**config.mk**
```make
export PLATFORM = sky130hd
export DESIGN_NAME = led_pwm_driver_flat
export DESIGN_NICKNAME = d
export VERILOG_FILES = /design/src/rtl/led_pwm_if.sv /design/src/rtl/led_pwm_driver.sv /design/src/flat_wrapper.sv
export SDC_FILE = /design/constraint.sdc
export NUM_CORES = 1
export LEC_CHECK = 0
export ABC_AREA = 1
export BUFFER_PORTS_ARGS = -buffer_cell sky130_fd_sc_hd__buf_2
export CORE_UTILIZATION = 43
export DETAILED_ROUTE_END_ITERATION = 7
export MAX_ROUTING_LAYER = met4
export PLACE_DENSITY = 0.68
export SLEW_MARGIN = 15
export SYNTH_ARGS = -nofsm -noshare
export SYNTH_HDL_FRONTEND = slang
export SYNTH_HIERARCHICAL = 1
export SYNTH_SLANG_ARGS = --single-unit
```
**constraint.sdc**
```tcl
create_clock -name clk -period 2.39 [get_ports clk]
set_input_delay 0.478 -clock clk [delete_from_list [all_inputs] [get_ports clk]]
set_output_delay 0.478 -clock clk [all_outputs]
set_load 0.05 [all_outputs]
```
**src/rtl/led_pwm_if.sv**
```systemverilog
// LED driver control/status bundle: settings in from the register side,
// LED drive and status out toward the board.
interface led_pwm_if #(
  parameter int NUM_LEDS = 8,
  parameter int PWM_BITS = 8
);
  logic [NUM_LEDS-1:0] data;
  logic [PWM_BITS-1:0] brightness;
  logic [1:0]          mode;
  logic                load;
  logic [NUM_LEDS-1:0] leds;
  logic                update_pending;
  logic                period_start;

  modport master (
    output data, brightness, mode, load,
    input  leds, update_pending, period_start
  );

  modport slave (
    input  data, brightness, mode, load,
    output leds, update_pending, period_start
  );
endinterface

```
**src/rtl/led_pwm_driver.sv**
```systemverilog
// Parametrised LED bank driver: on/off data, global PWM brightness and blink.
// Settings are double-buffered and only switch over at a PWM period boundary,
// so a reconfiguration never produces a partial period on the pins.

// One LED output register.
module led_pwm_lane (
  input  logic clk,
  input  logic rst,
  input  logic en,
  input  logic gate,
  output logic led
);
  // Registered drive: channel enable qualified by the shared PWM/blink gate
  always_ff @(posedge clk or posedge rst) begin
    if (rst) led <= 1'b0;
    else     led <= en & gate;
  end
endmodule

module led_pwm_driver #(
  parameter int NUM_LEDS      = 8,
  parameter int PWM_BITS      = 8,
  parameter int PRESCALE      = 4,
  parameter int BLINK_PERIODS = 64
) (
  input  logic     clk,
  input  logic     rst,
  led_pwm_if.slave bus
);
  localparam int PS_W = (PRESCALE > 1) ? $clog2(PRESCALE) : 1;
  localparam int BL_W = (BLINK_PERIODS > 1) ? $clog2(BLINK_PERIODS) : 1;
  localparam logic [PS_W-1:0] PS_MAX = PS_W'(PRESCALE - 1);
  localparam logic [BL_W-1:0] BL_MAX = BL_W'(BLINK_PERIODS - 1);

  typedef struct packed {
    logic [NUM_LEDS-1:0] data;
    logic [PWM_BITS-1:0] brightness;
    logic [1:0]          mode;
  } cfg_t;

  cfg_t                in_cfg, shadow, active;
  logic                pending;
  logic [PS_W-1:0]     prescaler;
  logic [PWM_BITS-1:0] pwm_cnt;
  logic [BL_W-1:0]     blink_cnt;
  logic                blink_phase;
  logic                period_q;
  logic                tick, boundary;
  logic                pwm_on, blink_on, gate;
  logic [NUM_LEDS-1:0] leds_q;

  assign in_cfg   = '{data: bus.data, brightness: bus.brightness, mode: bus.mode};
  assign tick     = (prescaler == PS_MAX);
  assign boundary = tick && (pwm_cnt == '1);

  // Prescaler: one PWM step every PRESCALE clocks
  always_ff @(posedge clk or posedge rst) begin
    if (rst)       prescaler <= '0;
    else if (tick) prescaler <= '0;
    else           prescaler <= prescaler + PS_W'(1);
  end

  // PWM counter free-runs and wraps naturally at all-ones
  always_ff @(posedge clk or posedge rst) begin
    if (rst)       pwm_cnt <= '0;
    else if (tick) pwm_cnt <= pwm_cnt + PWM_BITS'(1);
  end

  // period_start marks the clock on which pwm_cnt has just become 0
  always_ff @(posedge clk or posedge rst) begin
    if (rst) period_q <= 1'b0;
    else     period_q <= boundary;
  end

  // Shadow/active settings; a load landing on the boundary bypasses the shadow
  always_ff @(posedge clk or posedge rst) begin
    if (rst) begin
      shadow  <= '0;
      active  <= '0;
      pending <= 1'b0;
    end else if (bus.load) begin
      shadow <= in_cfg;
      if (boundary) begin
        active  <= in_cfg;
        pending <= 1'b0;
      end else begin
        pending <= 1'b1;
      end
    end else if (boundary && pending) begin
      active  <= shadow;
      pending <= 1'b0;
    end
  end

  // Blink timebase counts whole periods; mode changes never disturb it
  always_ff @(posedge clk or posedge rst) begin
    if (rst) begin
      blink_cnt   <= '0;
      blink_phase <= 1'b1;
    end else if (boundary) begin
      if (blink_cnt == BL_MAX) begin
        blink_cnt   <= '0;
        blink_phase <= ~blink_phase;
      end else begin
        blink_cnt <= blink_cnt + BL_W'(1);
      end
    end
  end

  // mode[1] selects PWM dimming, mode[0] selects blinking; all-ones is solid on
  assign pwm_on   = !active.mode[1] || (pwm_cnt < active.brightness) ||
                    (active.brightness == '1);
  assign blink_on = !active.mode[0] || blink_phase;
  assign gate     = pwm_on & blink_on;

  for (genvar i = 0; i < NUM_LEDS; i++) begin : g_lane
    led_pwm_lane u_lane (
      .clk  (clk),
      .rst  (rst),
      .en   (active.data[i]),
      .gate (gate),
      .led  (leds_q[i])
    );
  end

  assign bus.leds           = leds_q;
  assign bus.update_pending = pending;
  assign bus.period_start   = period_q;
endmodule
```
**src/flat_wrapper.sv**
```systemverilog
// flat-port wrapper written by rule: the top's interface ports become plain ports
module led_pwm_driver_flat 
#(
  parameter int NUM_LEDS      = 8,
  parameter int PWM_BITS      = 8,
  parameter int PRESCALE      = 4,
  parameter int BLINK_PERIODS = 64
)
  (clk, rst, bus_data, bus_brightness, bus_mode, bus_load, bus_leds, bus_update_pending, bus_period_start);
  led_pwm_if #(.NUM_LEDS(NUM_LEDS), .PWM_BITS(PWM_BITS)) bus_i ();
  input  logic clk;
  input  logic rst;
  input wire logic [$bits(bus_i.data)-1:0] bus_data;
  input wire logic [$bits(bus_i.brightness)-1:0] bus_brightness;
  input wire logic [$bits(bus_i.mode)-1:0] bus_mode;
  input wire logic [$bits(bus_i.load)-1:0] bus_load;
  output wire logic [$bits(bus_i.leds)-1:0] bus_leds;
  output wire logic [$bits(bus_i.update_pending)-1:0] bus_update_pending;
  output wire logic [$bits(bus_i.period_start)-1:0] bus_period_start;
  assign bus_i.data = bus_data;
  assign bus_i.brightness = bus_brightness;
  assign bus_i.mode = bus_mode;
  assign bus_i.load = bus_load;
  assign bus_leds = bus_i.leds;
  assign bus_update_pending = bus_i.update_pending;
  assign bus_period_start = bus_i.period_start;
  led_pwm_driver #(.NUM_LEDS(NUM_LEDS), .PWM_BITS(PWM_BITS), .PRESCALE(PRESCALE), .BLINK_PERIODS(BLINK_PERIODS)) u_core (.clk(clk), .rst(rst), .bus(bus_i));
endmodule
```
Word level (Yosys, flattened, before mapping):

Index checks and enable logic that the tools add are counted.
Widths: inputs -> output; s select.

* mux-type cells: 8
* bitwise logic cells: 10
* reduce and logical (&&, ||, !) cells: 10
* add/subtract/negate cells: 3
* equal/unequal tests: 5
* order comparisons: 1

Operators by type and width (count)
* $mux 18: 3
* $eq 8x8->1 const B: 2
* $and 1x1->1: 9
* $add 8x1->8 const B: 1
* $lt 8x8->1: 1
* $add 6x1->6 const B: 1
* $eq 6x6->1 const B: 1
* $mux 6: 1
* $reduce_and 2->1: 2
* $logic_or 1x1->1: 3
* $mux 1: 3
* $add 2x1->2 const B: 1
* $eq 2x2->1 const B: 1
* $logic_and 1x1->1: 2
* $logic_not 1->1: 2
* $mux 2: 1
* $ne 2x1->1 const B: 1
* $reduce_bool 2->1: 1
* $not 1->1: 1

* input bits: 21
* word-level logic and storage cells: 57
* output and inout port bits: 10
* bits in registers: 63

Logic depth before layout (Yosys ltp):

Gate-level depths: netlist of run 1.

* depth in word-level cells: 5
* mapped depth: 11
* gate-level depth less buffers: 11

Hierarchy:

The synthesis of run 1 kept the hierarchy.

Modules (own cells, without submodules)
* led_pwm_driver: sequential area each 1377.6 um^2, cells each 269, times used 1, area each 2481.1 um^2
* led_pwm_lane: sequential area each 25.0 um^2, cells each 4, times used 8, area each 36.3 um^2

Worst setup path before layout of run 1:

Ideal clock, no wire load.

* kind: reg-to-reg
* from: register u_core.pwm_cnt[5]
* to: register u_core.g_lane[0].u_lane.led
* required time: 2.325 ns
* slack: 0.870 ns
* data arrival time: 1.456 ns
* path buffers: 0
* cell stages (with the launch flop): 8
* setup time: 0.065 ns
* period minus slack after synthesis: 1.520 ns
* cell sequence: dfrtp_1 -> ha_1 -> a21oi_1 -> o21a_1 -> nand2_1 -> a21oi_1 -> nand2_1 -> inv_1

* word-level cells in the longest chain between the ends: 5

RTL lines
* start: declaration: RTL line led_pwm_driver.sv:44 `logic [PWM_BITS-1:0] pwm_cnt;`
* start signal: assignment: RTL line led_pwm_driver.sv:66 `else if (tick) pwm_cnt <= pwm_cnt + PWM_BITS'(1);`
* $lt 8x8->1: RTL line led_pwm_driver.sv:111 `assign pwm_on = !active.mode[1] || (pwm_cnt < active.brightness) ||`
* $logic_or 1x1->1 (2 in series): RTL line led_pwm_driver.sv:111
* $and 1x1->1: RTL line led_pwm_driver.sv:114 `assign gate = pwm_on & blink_on;`
* net u_core.gate: RTL line led_pwm_driver.sv:49 `logic pwm_on, blink_on, gate;`
* $and 1x1->1: RTL line led_pwm_driver.sv:16 `else led <= en & gate;`
* end signal: assignment: RTL line led_pwm_driver.sv:16
* end: declaration: RTL line led_pwm_driver.sv:11 `output logic led`

The timed path passes the listed nets, and every way through them passes these cells.
A chain may end at the register's enable or synchronous reset.

Worst setup path after layout of run 1:

* from: register u_core.pwm_cnt[5]
* to: register u_core.g_lane[4].u_lane.led

* word-level cells in the longest chain between the ends: 5

RTL lines (RTL line)
* $lt 8x8->1: led_pwm_driver.sv:111
* $logic_or 1x1->1 (2 in series): led_pwm_driver.sv:111
* $and 1x1->1: led_pwm_driver.sv:114
* net u_core.gate: led_pwm_driver.sv:49
* $and 1x1->1: led_pwm_driver.sv:16
* end signal: assignment: led_pwm_driver.sv:16
* end: declaration: led_pwm_driver.sv:11

The timed path passes the listed nets, and every way through them passes these cells.

==> summary.md, run 1 <==
| Metric | Value |
|---|---|
| RSZ-0062 raised after global routing | no |
| Fmax | 545 MHz |
| Critical Path Source Type | flip-flop |
| RR Startpoint | u_core/pwm_cnt[5]$_DFFE_PP0P_ |
| DR WL/cell | ~12 um |
| Req. time, crit path | roughly 2.7 ns |
| Resize count post-CTS | 0 |
| Lkg Pwr | 1.87 nW |
| Max stage delay on crit path | 0.50 ns |
| Flops & latches, synth | between 60 and 70 |
| Largest net degree at the start of global routing | 38 |
| Worst hold margin | 0.0354 ns |
| Synthesized area | approximately 2800 um2 |
| Largest cells by area after synthesis | dfrtp_1, nand2_1, inv_1, ha_1, a21oi_2 |
| Clock Path Buffers | 2 |
| # fillers | 570 |
| Width of the die | 82.3 um |
| Reg clk slew, reported paths | around 0.070 ns |
| Detailed Place HPWL | 3540 um |
| CP Class | flip-flop to flip-flop |
| Final setup vio count | 0 |
| Final Max Slew Viols | 0 |
| DIE AREA | 6770 um2 |
| Routed Antenna Nets | 0 |
| Diode count | 0 |
| Top cell type's share of synthesized area | 0.560 |
| R2R Setup Slk | 0.56 ns |
| DR iter-0 viols | 127 |
| Power Dens Cells | 681 nW/um2 |
| Yosys warnings | 6 |
| I/O pins | 31 |
| Reg2reg end | u_core/g_lane[4].u_lane/led$_DFF_PP0_ |
| Synth Instances | ~300 |
| Placed Instance Area | 2990 um2 |
| Avg Cell Area, Syn | between 9 and 10 um2 |
| Peak VDD IR | 0.000513 V |
| R2R depth | 7 |
| DRT Pass-1 Iters | 4 |
| Max_cap viols | 0 |
| Final instance area | around 3200 um2 |
| Crit-path slowest cell | a21oi_1 |
| Via Count | 1935 |
| Tot GR Track Use | 0.178 |
| CP Max Fanout | 8 |
| H-tree levels | 3 |
| Initial antenna violation count | 0 |
| Total wire length | about 5000 um |
| Number of unique standard cell types used by synthesis | 28 |
| Syn-to-layout area delta | 15.7% |
| Hold WC Path Type | input pin to async pin |
| Net Count, Synth | 332 |
| Worst path cell trace | ha_1, a21oi_1, o21a_1, nand2_1, a21oi_1, nand2_1, inv_1 |
| CP arrival | 2.12 ns |
| I/O Buffers | 30 |
| Clk sinks | 63 |
| Hold Violations, Final | 0 |
| Largest area contributor in the netlist | dfrtp_1 |
| Vias in the first global route | 1876 |
| Max_slew headroom | 0.571 |
| Drt via density | 4.65 |
| GRT overflow | 0 |
| Die height | 82.3 um |
| RePlAce Congestion | 0.779 |
| Clock latency on the worst-skew pair | 0.34 ns |
| First-pass GRT wire length | ~8500 um |
| Outcome | finished, final reports clean |
| Worst-Margin Slew | 0.643 ns |
| Num CTS Buffers | 9 |
| Tot Pwr | between 2 and 2.5 mW |
| Share of layout cells above drive strength 1 | 0.196 |
| Core ar. | 6060 um2 |
| Crit end category | flip-flop |
| Final net count | 367 |
| Post-CTS Setup Inserts | 0 |
| Initial Util | 0.457 |
| DRC | 0 |
| Seq/Total Area, Yosys | 0.569 |
| Fin crit share | 0.768 |
| Row cnt | 28 |
| Clock Skew | 0.00609 ns |
| CTS tree | yes |
| Final TNS setup | 0 ns |
| Clock Tree Root | clkbuf_8 |
| CTS Hold Bufs | 0 |
| Min Clock Period, post-route | around 1.8 ns |
==> layer usage <==
layer  vias to the layer above  track usage  part of all wire
li1                        992            -                 -
met1                       896        0.213              0.49
met2                        35        0.279              0.45
met3                        12       0.0363             0.032
met4                         0        0.105             0.028
met5                         -            -                 0
==> critical path, delay by kind of cell (launching register included) <==
| kind | cells | cell delay, ns |
|---|---|---|
| compound gates | 3 | 0.78 |
| fa+ha+maj | 1 | 0.31 |
| buf+inv | 1 | 0.08 |
| flops | 1 | 0.44 |
| simple gates | 2 | 0.18 |
==> kinds of logic after synthesis <==
family,after synthesis,synth area share
DFF,63,0.569
buffers and inverters,48,0.0749
and+or+nand+nor,151,0.230
xor gates and xnor gates,11,0.0348
adders and majority gates,10,0.0451
AOI/OAI and AO/OA,18,0.0460
==> how the worst max path moves through the flow <==
stage                                        from                               endpoint  slack (ns)
global route        u_core/pwm_cnt[2]$_DFFE_PP0P_  u_core/g_lane[5].u_lane/led$_DFF_PP0_        0.39
CTS                 u_core/pwm_cnt[3]$_DFFE_PP0P_  u_core/g_lane[7].u_lane/led$_DFF_PP0_        0.56
global placement    u_core/pwm_cnt[5]$_DFFE_PP0P_  u_core/g_lane[7].u_lane/led$_DFF_PP0_        0.59
floorplan                                     rst           u_core/active[0]$_DFFE_PP0P_        0.57
finish              u_core/pwm_cnt[5]$_DFFE_PP0P_  u_core/g_lane[4].u_lane/led$_DFF_PP0_        0.56
detailed placement  u_core/pwm_cnt[3]$_DFFE_PP0P_  u_core/g_lane[7].u_lane/led$_DFF_PP0_        0.54
==> power breakdown <==
group | switching (mW) | internal (mW)
logic | 0.0638 | 0.0306
clock network | 0.407 | 0.583
registers | 0.00632 | 1.09
==> sequential cells by signal, summed over array words and instances (netlist names) <==
register                   count
u_core/g_lane.u_lane/led       8
u_core/pwm_cnt                 8
u_core/active                 18
u_core/prescaler               2
u_core/bus.update_pending      1
u_core/blink_cnt               6
u_core/blink_phase             1
u_core/shadow                 18
u_core/bus.period_start        1
==> through the flow <==
stage	utilization	setup slack, ns	instances
final	0.529	0.555	416
after global routing	0.529	0.391	416
after CTS	0.529	0.557	416
after detailed placement	0.494	0.538	400
after global placement	0.494	0.594	400
after floorplan	-	0.571	301
==> synthesized netlist by cell type, drive strengths merged <==
library cell,number
a21oi,13
buf,8
clkbuf,1
clkinv,1
dfrtp,62
dfstp,1
ha,10
inv,38
nand2,114
nand3,15
nand4,6
nor2,15
nor3,1
o21a,2
o21ai,2
o21bai,1
xnor2,3
xor2,8
==> final cells by class <==
type,instances,area [um2],area share
timing repair buffer,33,185,0.0577
sequential,63,1580,0.492
clock inverter,6,85.1,0.0265
multi-input combinational,190,986,0.307
tap,75,93.8,0.0293
inverter,39,151,0.0472
clock buffer,10,128,0.0398
==> cells in the final DEF (no fill, tap or decap), drive strengths merged <==
| cell | n |
|---|---|
| a21oi | 13 |
| buf | 33 |
| bufinv | 2 |
| clkbuf | 10 |
| clkinv | 3 |
| clkinvlp | 2 |
| dfrtp | 62 |
| dfstp | 1 |
| ha | 10 |
| inv | 38 |
| nand2 | 114 |
| nand3 | 15 |
| nand4 | 6 |
| nor2 | 15 |
| nor3 | 1 |
| o21a | 2 |
| o21ai | 2 |
| o21bai | 1 |
| xnor2 | 3 |
| xor2 | 8 |
Power figures use the tool's default switching activity.
==> inputs of run 2 (changes only) <==
ABC_AREA = 0   (was 1)
clock period = 1.9 ns   (was 2.39 ns; I/O delays follow)
==> summary.md, run 2 <==
| Metric | Value |
|---|---|
| Count leader, synth | dfrtp_1 |
| Vias in the first global route | 1701 (-9.3%) |
| Syn-to-layout area delta | 18.5% |
| Clock Skew | 0.00451 ns (-0.00157 ns) |
| Max_slew headroom | 0.681 (+0.110) |
| Clk sinks | 63 (unchanged) |
| Most common cell after layout, fill and taps aside | dfrtp_1 |
| Dpl ws | -0.0493 ns (-0.588 ns) |
| Hold WC Path Type | input pin to flip-flop |
| Top cell type's share of synthesized area | 0.579 (+0.0193) |
| Clock latency on the worst-skew pair | 0.33 ns (about the same) |
| Power Dens Cells | 829 nW/um2 (+22%) |
| # fillers | 509 (-11%) |
| I/O pins | 31 (unchanged) |
| DR WL/cell | 13.1 um (+7.9%) |
| Core ar. | 5960 um2 (-1.7%) |
| Flops & latches, synth | 63 (unchanged) |
| Largest regs | u_core/active x18, u_core/shadow x18 |
| Seq/Total Area, Yosys | 0.589 (+0.0197) |
| DRT Pass-1 Iters | 4 (unchanged) |
| CP arrival | 1.99 ns (-0.13 ns) |
| DR iter-0 viols | 64 (-50%) |
| Row cnt | 28 (unchanged) |
| DIE AREA | 6550 um2 (-3.3%) |
| Hold depth | 2 |
| Outcome | finished, final reports clean |
| Most frequent cells in the layout | dfrtp_1, buf_2, mux2_2 |
| Largest net degree at the start of global routing | 23 (-39%) |
| Net Count, Synth | 231 (-30%) |
| RR Startpoint | u_core/active[4]$_DFFE_PP0P_ |
| Worst-Margin Slew | 0.475 ns (-0.169 ns) |
| Total wire length | 4320 um (-14%) |
| Diode count | 0 (unchanged) |
| Lkg Pwr | 1.54 nW (-18%) |
| Post-CTS Setup Inserts | 0 (unchanged) |
| R2R depth | 6 (-1) |
| Worst setup margin | 0.180 ns (-0.375 ns) |
| Avg Cell Area, Syn | 13.4 um2 (+45%) |
| Crit end category | flip-flop |
| Worst path cell trace | inv_1, ha_1, a211oi_1, a211oi_1, o21ai_1, and2_1 |
| Drt via density | 4.85 (+4.2%) |
| CTS tree | yes |
| Hold Violations, Final | 0 (unchanged) |
| Max stage delay on crit path | 0.42 ns (-0.08 ns) |
| Num CTS Buffers | 9 (unchanged) |
| Final Max Slew Viols | 0 (unchanged) |
| Routed Antenna Nets | 0 (unchanged) |
| Initial antenna violation count | 0 (unchanged) |
| Worst Hold Launch | bus_brightness[4] |
| Number of unique standard cell types used by synthesis | 28 (unchanged) |
| DRC | 0 (unchanged) |
| Reg2reg end | u_core/g_lane[0].u_lane/led$_DFF_PP0_ |
| RePlAce Congestion | 0.705 (-9.5%) |
| Critical Path Source Type | flip-flop |
| Ys flop type | dfrtp_1 |
| Synthesized area | 2680 um2 (-3.3%) |
| Crit-path slowest cell | o21ai_1 |
| Async set-or-reset flop fraction in the synthesized netlist | 1.00 (unchanged) |
| Most used cell, CP | a211oi_1 |
| Tot GR Track Use | 0.166 (-0.0122) |
| RSZ-0062 raised after global routing | no |
| Final net count | 281 (-23%) |
| Largest area contributor in the netlist | dfrtp_1 |
| Req. time, crit path | 2.17 ns (-0.50 ns) |
| Synth Instances | 200 (-34%) |
| Reg clk slew, reported paths | 0.06 ns (about the same) |
| Clock Tree Root | clkbuf_8 |
| Worst path bufs/invs | 1 (unchanged) |
| Final setup vio count | 0 (unchanged) |
| Number of cells on the critical path | 6 (-1) |
| Initial Util | 0.450 (-0.00748) |
| Final TNS setup | 0 ns (unchanged) |
| Worst Hold End | u_core/shadow[6]$_DFFE_PP0P_ |
| Post-synth EDFFs | 0 (unchanged) |
| R2R Setup Slk | 0.18 ns (-0.38 ns) |
| Yosys warnings | 6 (unchanged) |
| Min Clock Period, post-route | 1.72 ns (-0.115 ns) |
| Peak VDD IR | 0.000581 V (+13%) |
| I/O Buffers | 30 (unchanged) |
| First-pass GRT wire length | 7730 um (-8.6%) |
| Largest cells by area after synthesis | dfrtp_1, mux2_2, mux2_4, ha_1, inv_1 |
| Die height | 80.9 um (-1.6%) |
| Width of the die | 80.9 um (-1.6%) |
| Detailed Place HPWL | 3060 um (-13%) |
| Via Count | 1599 (-17%) |
| Commonest cells in the netlist | dfrtp_1, mux2_2, inv_1 |
| Crit path max-delay family | compound AO/OA/AOI/OAI gates |
| Max_cap viols | 0 (unchanged) |
| Fmax | 581 MHz (+6.7%) |
| H-tree levels | 3 (unchanged) |
| GRT overflow | 0 (unchanged) |
| CP Max Fanout | 8 (unchanged) |
| Fin crit share | 0.905 (+0.137) |
| CP Class | flip-flop to flip-flop |
| Share of layout cells above drive strength 1 | 0.380 (+0.184) |
| Clock Path Buffers | 2 (unchanged) |
[run 2: cell types whose count changed in the layout (fill, tap and decap cells not counted), moves of 4 or more]
cell     before  now
a21oi_1       5    1
a21oi_2       8    0
and2_1        0    9
buf_4         2   10
inv_1        36   18
mux2_2        0   27
mux2_4        0   10
nand2_1     111   12
nand3_1      14    1
nor2_1       12    6
o21ai_0       2    8
xnor2_1       3    7
xor2_1        8    3
[run 2: cell families after synthesis]
logic type                 share of synthesized area
DFF                                            0.589
and+or+nand+nor                               0.0869
muxes                                          0.170
buffers and inverters                         0.0392
AOI/OAI and AO/OA                             0.0360
xor gates and xnor gates                      0.0327
adders and majority gates                     0.0467
[run 2: worst register-to-register path: stages, from the launching register on]
cell	delay, ns
dfrtp_1	0.35
inv_1	0.05
ha_1	0.30
a211oi_1	0.23
a211oi_1	0.11
o21ai_1	0.42
and2_1	0.20
[run 2: worst max-delay path by stage]
stage | from | to | slack, ns
final | u_core/active[4]$_DFFE_PP0P_ | u_core/g_lane[0].u_lane/led$_DFF_PP0_ | 0.18
after global routing | u_core/active[7]$_DFFE_PP0P_ | u_core/g_lane[1].u_lane/led$_DFF_PP0_ | 0.01
after CTS | u_core/active[4]$_DFFE_PP0P_ | u_core/g_lane[0].u_lane/led$_DFF_PP0_ | 0.17
after detailed placement | u_core/active[4]$_DFFE_PP0P_ | u_core/g_lane[6].u_lane/led$_DFF_PP0_ | -0.05
after global placement | u_core/active[4]$_DFFE_PP0P_ | u_core/g_lane[6].u_lane/led$_DFF_PP0_ | 0.05
after floorplan | u_core/prescaler[0]$_DFF_PP0_ | u_core/active[0]$_DFFE_PP0P_ | 0.17
[run 2: repair_timing]
item	CTS	global route
setup endpoints to repair	8	0
hold buffers	1	0
hold endpoints to repair	8	0
gates resized for setup	1	0
[run 2: routing by layer]
| layer | vias to the layer above | global-route usage | routed length (um) |
|---|---|---|---|
| li1 | 779 | - | - |
| met1 | 779 | 0.200 | 2090 |
| met2 | 35 | 0.252 | 1940 |
| met3 | 6 | 0.0539 | 218 |
| met4 | 0 | 0.0804 | 68 |
| met5 | - | - | 0 |
[run 2: stage by stage]
step	cell area [um2]	total power, mW	utilization	instances	hold WS (ns)
after CTS	3170	2.67	0.533	330	0.279
final	3170	2.63	0.533	330	0.292
after global routing	3170	2.76	0.533	330	0.291
after global placement	2990	1.64	0.502	313	0.300
after detailed placement	2990	1.65	0.502	313	0.302
after floorplan	2680	1.58	-	200	0.109
[run 2: area by class of cell]
class                           instances  area, um2  area share
Sequential cell                        63       1580       0.497
Multi-Input combinational cell        114        996       0.314
Timing Repair Buffer                   42        255      0.0804
Clock buffer                           13        159      0.0501
Tap cell                               75       93.8      0.0296
Inverter                               20       75.1      0.0237
Clock inverter                          3       17.5     0.00552
[run 2: where the power goes]
| part | internal (mW) | switching (mW) | total (mW) |
|---|---|---|---|
| combinational | 0.0901 | 0.110 | 0.200 |
| sequential | 1.40 | 0.0196 | 1.42 |
| clock | 0.540 | 0.471 | 1.01 |
==> inputs of run 3 (changes only) <==
CORE_MARGIN = 3   (was unset)
clock period = 1.8 ns   (was 1.9 ns; I/O delays follow)
==> summary.md, run 3 (synthesized netlist as in run 2, its figures left out) <==
| Metric | Value |
|---|---|
| Hold WC Path Type | input pin to flip-flop |
| Critical Path Source Type | flip-flop |
| Diode count | 0 (unchanged) |
| Final TNS setup | 0 ns (unchanged) |
| First-pass GRT wire length | 8230 um (+6.5%) |
| Max_cap viols | 0 (unchanged) |
| H-tree levels | 3 (unchanged) |
| CP Class | flip-flop to flip-flop |
| CTS tree | yes |
| Die height | 84.9 um (+4.9%) |
| Cell internal pwr | 2.10 mW (+3.3%) |
| Vias in the first global route | 1789 (+5.2%) |
| Switching pwr | 0.635 mW (+5.7%) |
| Max layer used | met4 |
| Total wire length | 4590 um (+6.3%) |
| Clock latency on the worst-skew pair | 0.33 ns (about the same) |
| Hold Violations, Final | 0 (unchanged) |
| Clk sinks | 63 (unchanged) |
| RSZ-0062 raised after global routing | no |
| Req. time, crit path | 2.02 ns (-0.15 ns) |
| Switching Fraction | 0.232 (+0.00406) |
| Initial Util | 0.447 (-0.00263) |
| Routed Antenna Nets | 0 (unchanged) |
| Combinational power share | 0.079 (+0.003) |
| Clock Path Buffers | 2 (unchanged) |
| R2R depth | 6 (unchanged) |
| Sequential power share | 0.548 (+0.008) |
| I/O Buffers | 30 (unchanged) |
| Initial antenna violation count | 0 (unchanged) |
| DIE AREA | 7210 um2 (+10%) |
| Core ar. | 5990 um2 (+0.59%) |
| Largest net degree at the start of global routing | 31 (+35%) |
| Row cnt | 28 (unchanged) |
| Num CTS Buffers | 9 (unchanged) |
| Outcome | finished, final reports clean |
| Via Count | 1624 (+1.6%) |
| Syn-to-layout area delta | 19.5% |
| Most common cell after layout, fill and taps aside | dfrtp_1 |
| CP arrival | 1.91 ns (-0.08 ns) |
| I/O pins | 31 (unchanged) |
| Largest regs | u_core/active x18, u_core/shadow x18 |
| RePlAce Congestion | 0.759 (+7.7%) |
| Reg clk slew, reported paths | 0.06 ns (about the same) |
| Worst-Margin Slew | 0.395 ns (-0.0795 ns) |
| Fmax | 589 MHz (+1.3%) |
| Peak VDD IR | 0.000580 V (-0.15%) |
| DRT Pass-1 Iters | 4 (unchanged) |
| Drt via density | 4.89 (+0.95%) |
| Lkg Pwr | 1.55 nW (+0.99%) |
| Share of layout cells above drive strength 1 | 0.397 (+0.0165) |
| Clock Skew | 0.00309 ns (-0.00143 ns) |
| R2R Setup Slk | 0.10 ns (-0.08 ns) |
| Width of the die | 84.9 um (+4.9%) |
| Max_slew headroom | 0.736 (+0.0547) |
| Post-Route M1 WL | 2040 um (-2.4%) |
| Met3 wire length | 245 um (+12%) |
| Clock share of power | 0.372 (-0.012) |
| Tot GR Track Use | 0.153 (-0.0130) |
| Final setup vio count | 0 (unchanged) |
| Most frequent cells in the layout | dfrtp_1, buf_2, mux2_2 |
| Tot Pwr | 2.73 mW (+3.9%) |
| Final net count | 284 (+1.1%) |
| DRC | 0 (unchanged) |
| Met2 WL | 2230 um (+15%) |
| Power Dens Cells | 854 nW/um2 (+3.0%) |
| Clock Tree Root | clkbuf_8 |
| Final Max Slew Viols | 0 (unchanged) |
| GRT overflow | 0 (unchanged) |
| DR iter-0 viols | 21 (-67%) |
| Min Clock Period, post-route | 1.70 ns (-0.0218 ns) |
| Crit end category | flip-flop |
| CP Max Fanout | 18 (+10) |
| DR WL/cell | 13.8 um (+5.7%) |
| Fin crit share | 0.943 (+0.0382) |
| Hold depth | 2 (unchanged) |
| Detailed Place HPWL | 3220 um (+5.3%) |
[run 3: power groups by stage]
stage	Clock [mW]	Sequential [mW]	Combinational [mW]
finish	1.02	1.50	0.217
global route	1.13	1.51	0.241
CTS	1.07	1.50	0.221
detailed placement	0	1.53	0.216
global placement	0	1.52	0.212
floorplan	0	1.55	0.117
[run 3: path summary, 6_finish.rpt]
path / startpoint / to
hold / removal: bus_brightness[6] / u_core/shadow[8]$_DFFE_PP0P_
setup / recovery: u_core/pwm_cnt[0]$_DFFE_PP0P_ / u_core/active[7]$_DFFE_PP0P_
max in group asynchronous: rst / u_core/blink_phase$_DFFE_PP1P_
setup reg to reg: u_core/pwm_cnt[0]$_DFFE_PP0P_ / u_core/active[7]$_DFFE_PP0P_
hold reg to reg: u_core/prescaler[0]$_DFF_PP0_ / u_core/prescaler[0]$_DFF_PP0_
min in group asynchronous: rst / u_core/g_lane[2].u_lane/led$_DFF_PP0_
[run 3: worst max-delay path, stage by stage (launching register included)]
cell and delay [ns]:
dfrtp_2 0.41, ha_1 0.18, and3_4 0.21, nand3_4 0.13
nor2_4 0.12, buf_12 0.18, mux2_2 0.35
[run 3: area by class of cell]
| class | instances | area, um2 |
|---|---|---|
| Clock buffer | 11 | 141 |
| Multi-Input combinational cell | 114 | 1000 |
| Timing Repair Buffer | 45 | 290 |
| Tap cell | 75 | 93.8 |
| Fill cell | 519 | 2790 |
| Clock inverter | 4 | 22.5 |
| Inverter | 20 | 75.1 |
| Sequential cell | 63 | 1580 |
[run 3: per-stage QoR]
step / cell area (um2) / hold WS [ns] / setup slack (ns) / util / cells
final: 3200 / 0.273 / 0.102 / 0.534 / 332
after floorplan: 2680 / 0.0887 / 0.0739 / - / 200
after detailed placement: 3020 / 0.285 / -0.0497 / 0.503 / 315
after global placement: 3020 / 0.280 / -0.00535 / 0.503 / 315
after global routing: 3200 / 0.252 / 0.0195 / 0.534 / 332
after CTS: 3190 / 0.250 / 0.0474 / 0.532 / 331
[run 3: per-layer routing]
layer / track usage / up-vias
li1: - / 789
met1: 0.178 / 798
met2: 0.238 / 32
met3: 0.0631 / 5
met4: 0.0604 / 0
met5: - / -
[run 3: repair_timing]
| action | in CTS | in global routing |
|---|---|---|
| buffers inserted | 0 | 1 |
| pin swaps | 0 | 0 |
| hold buffers | 1 | 0 |
| resized for setup | 1 | 2 |
| setup endpoints to repair | 8 | 15 |
| endpoints found under the hold margin | 8 | 0 |
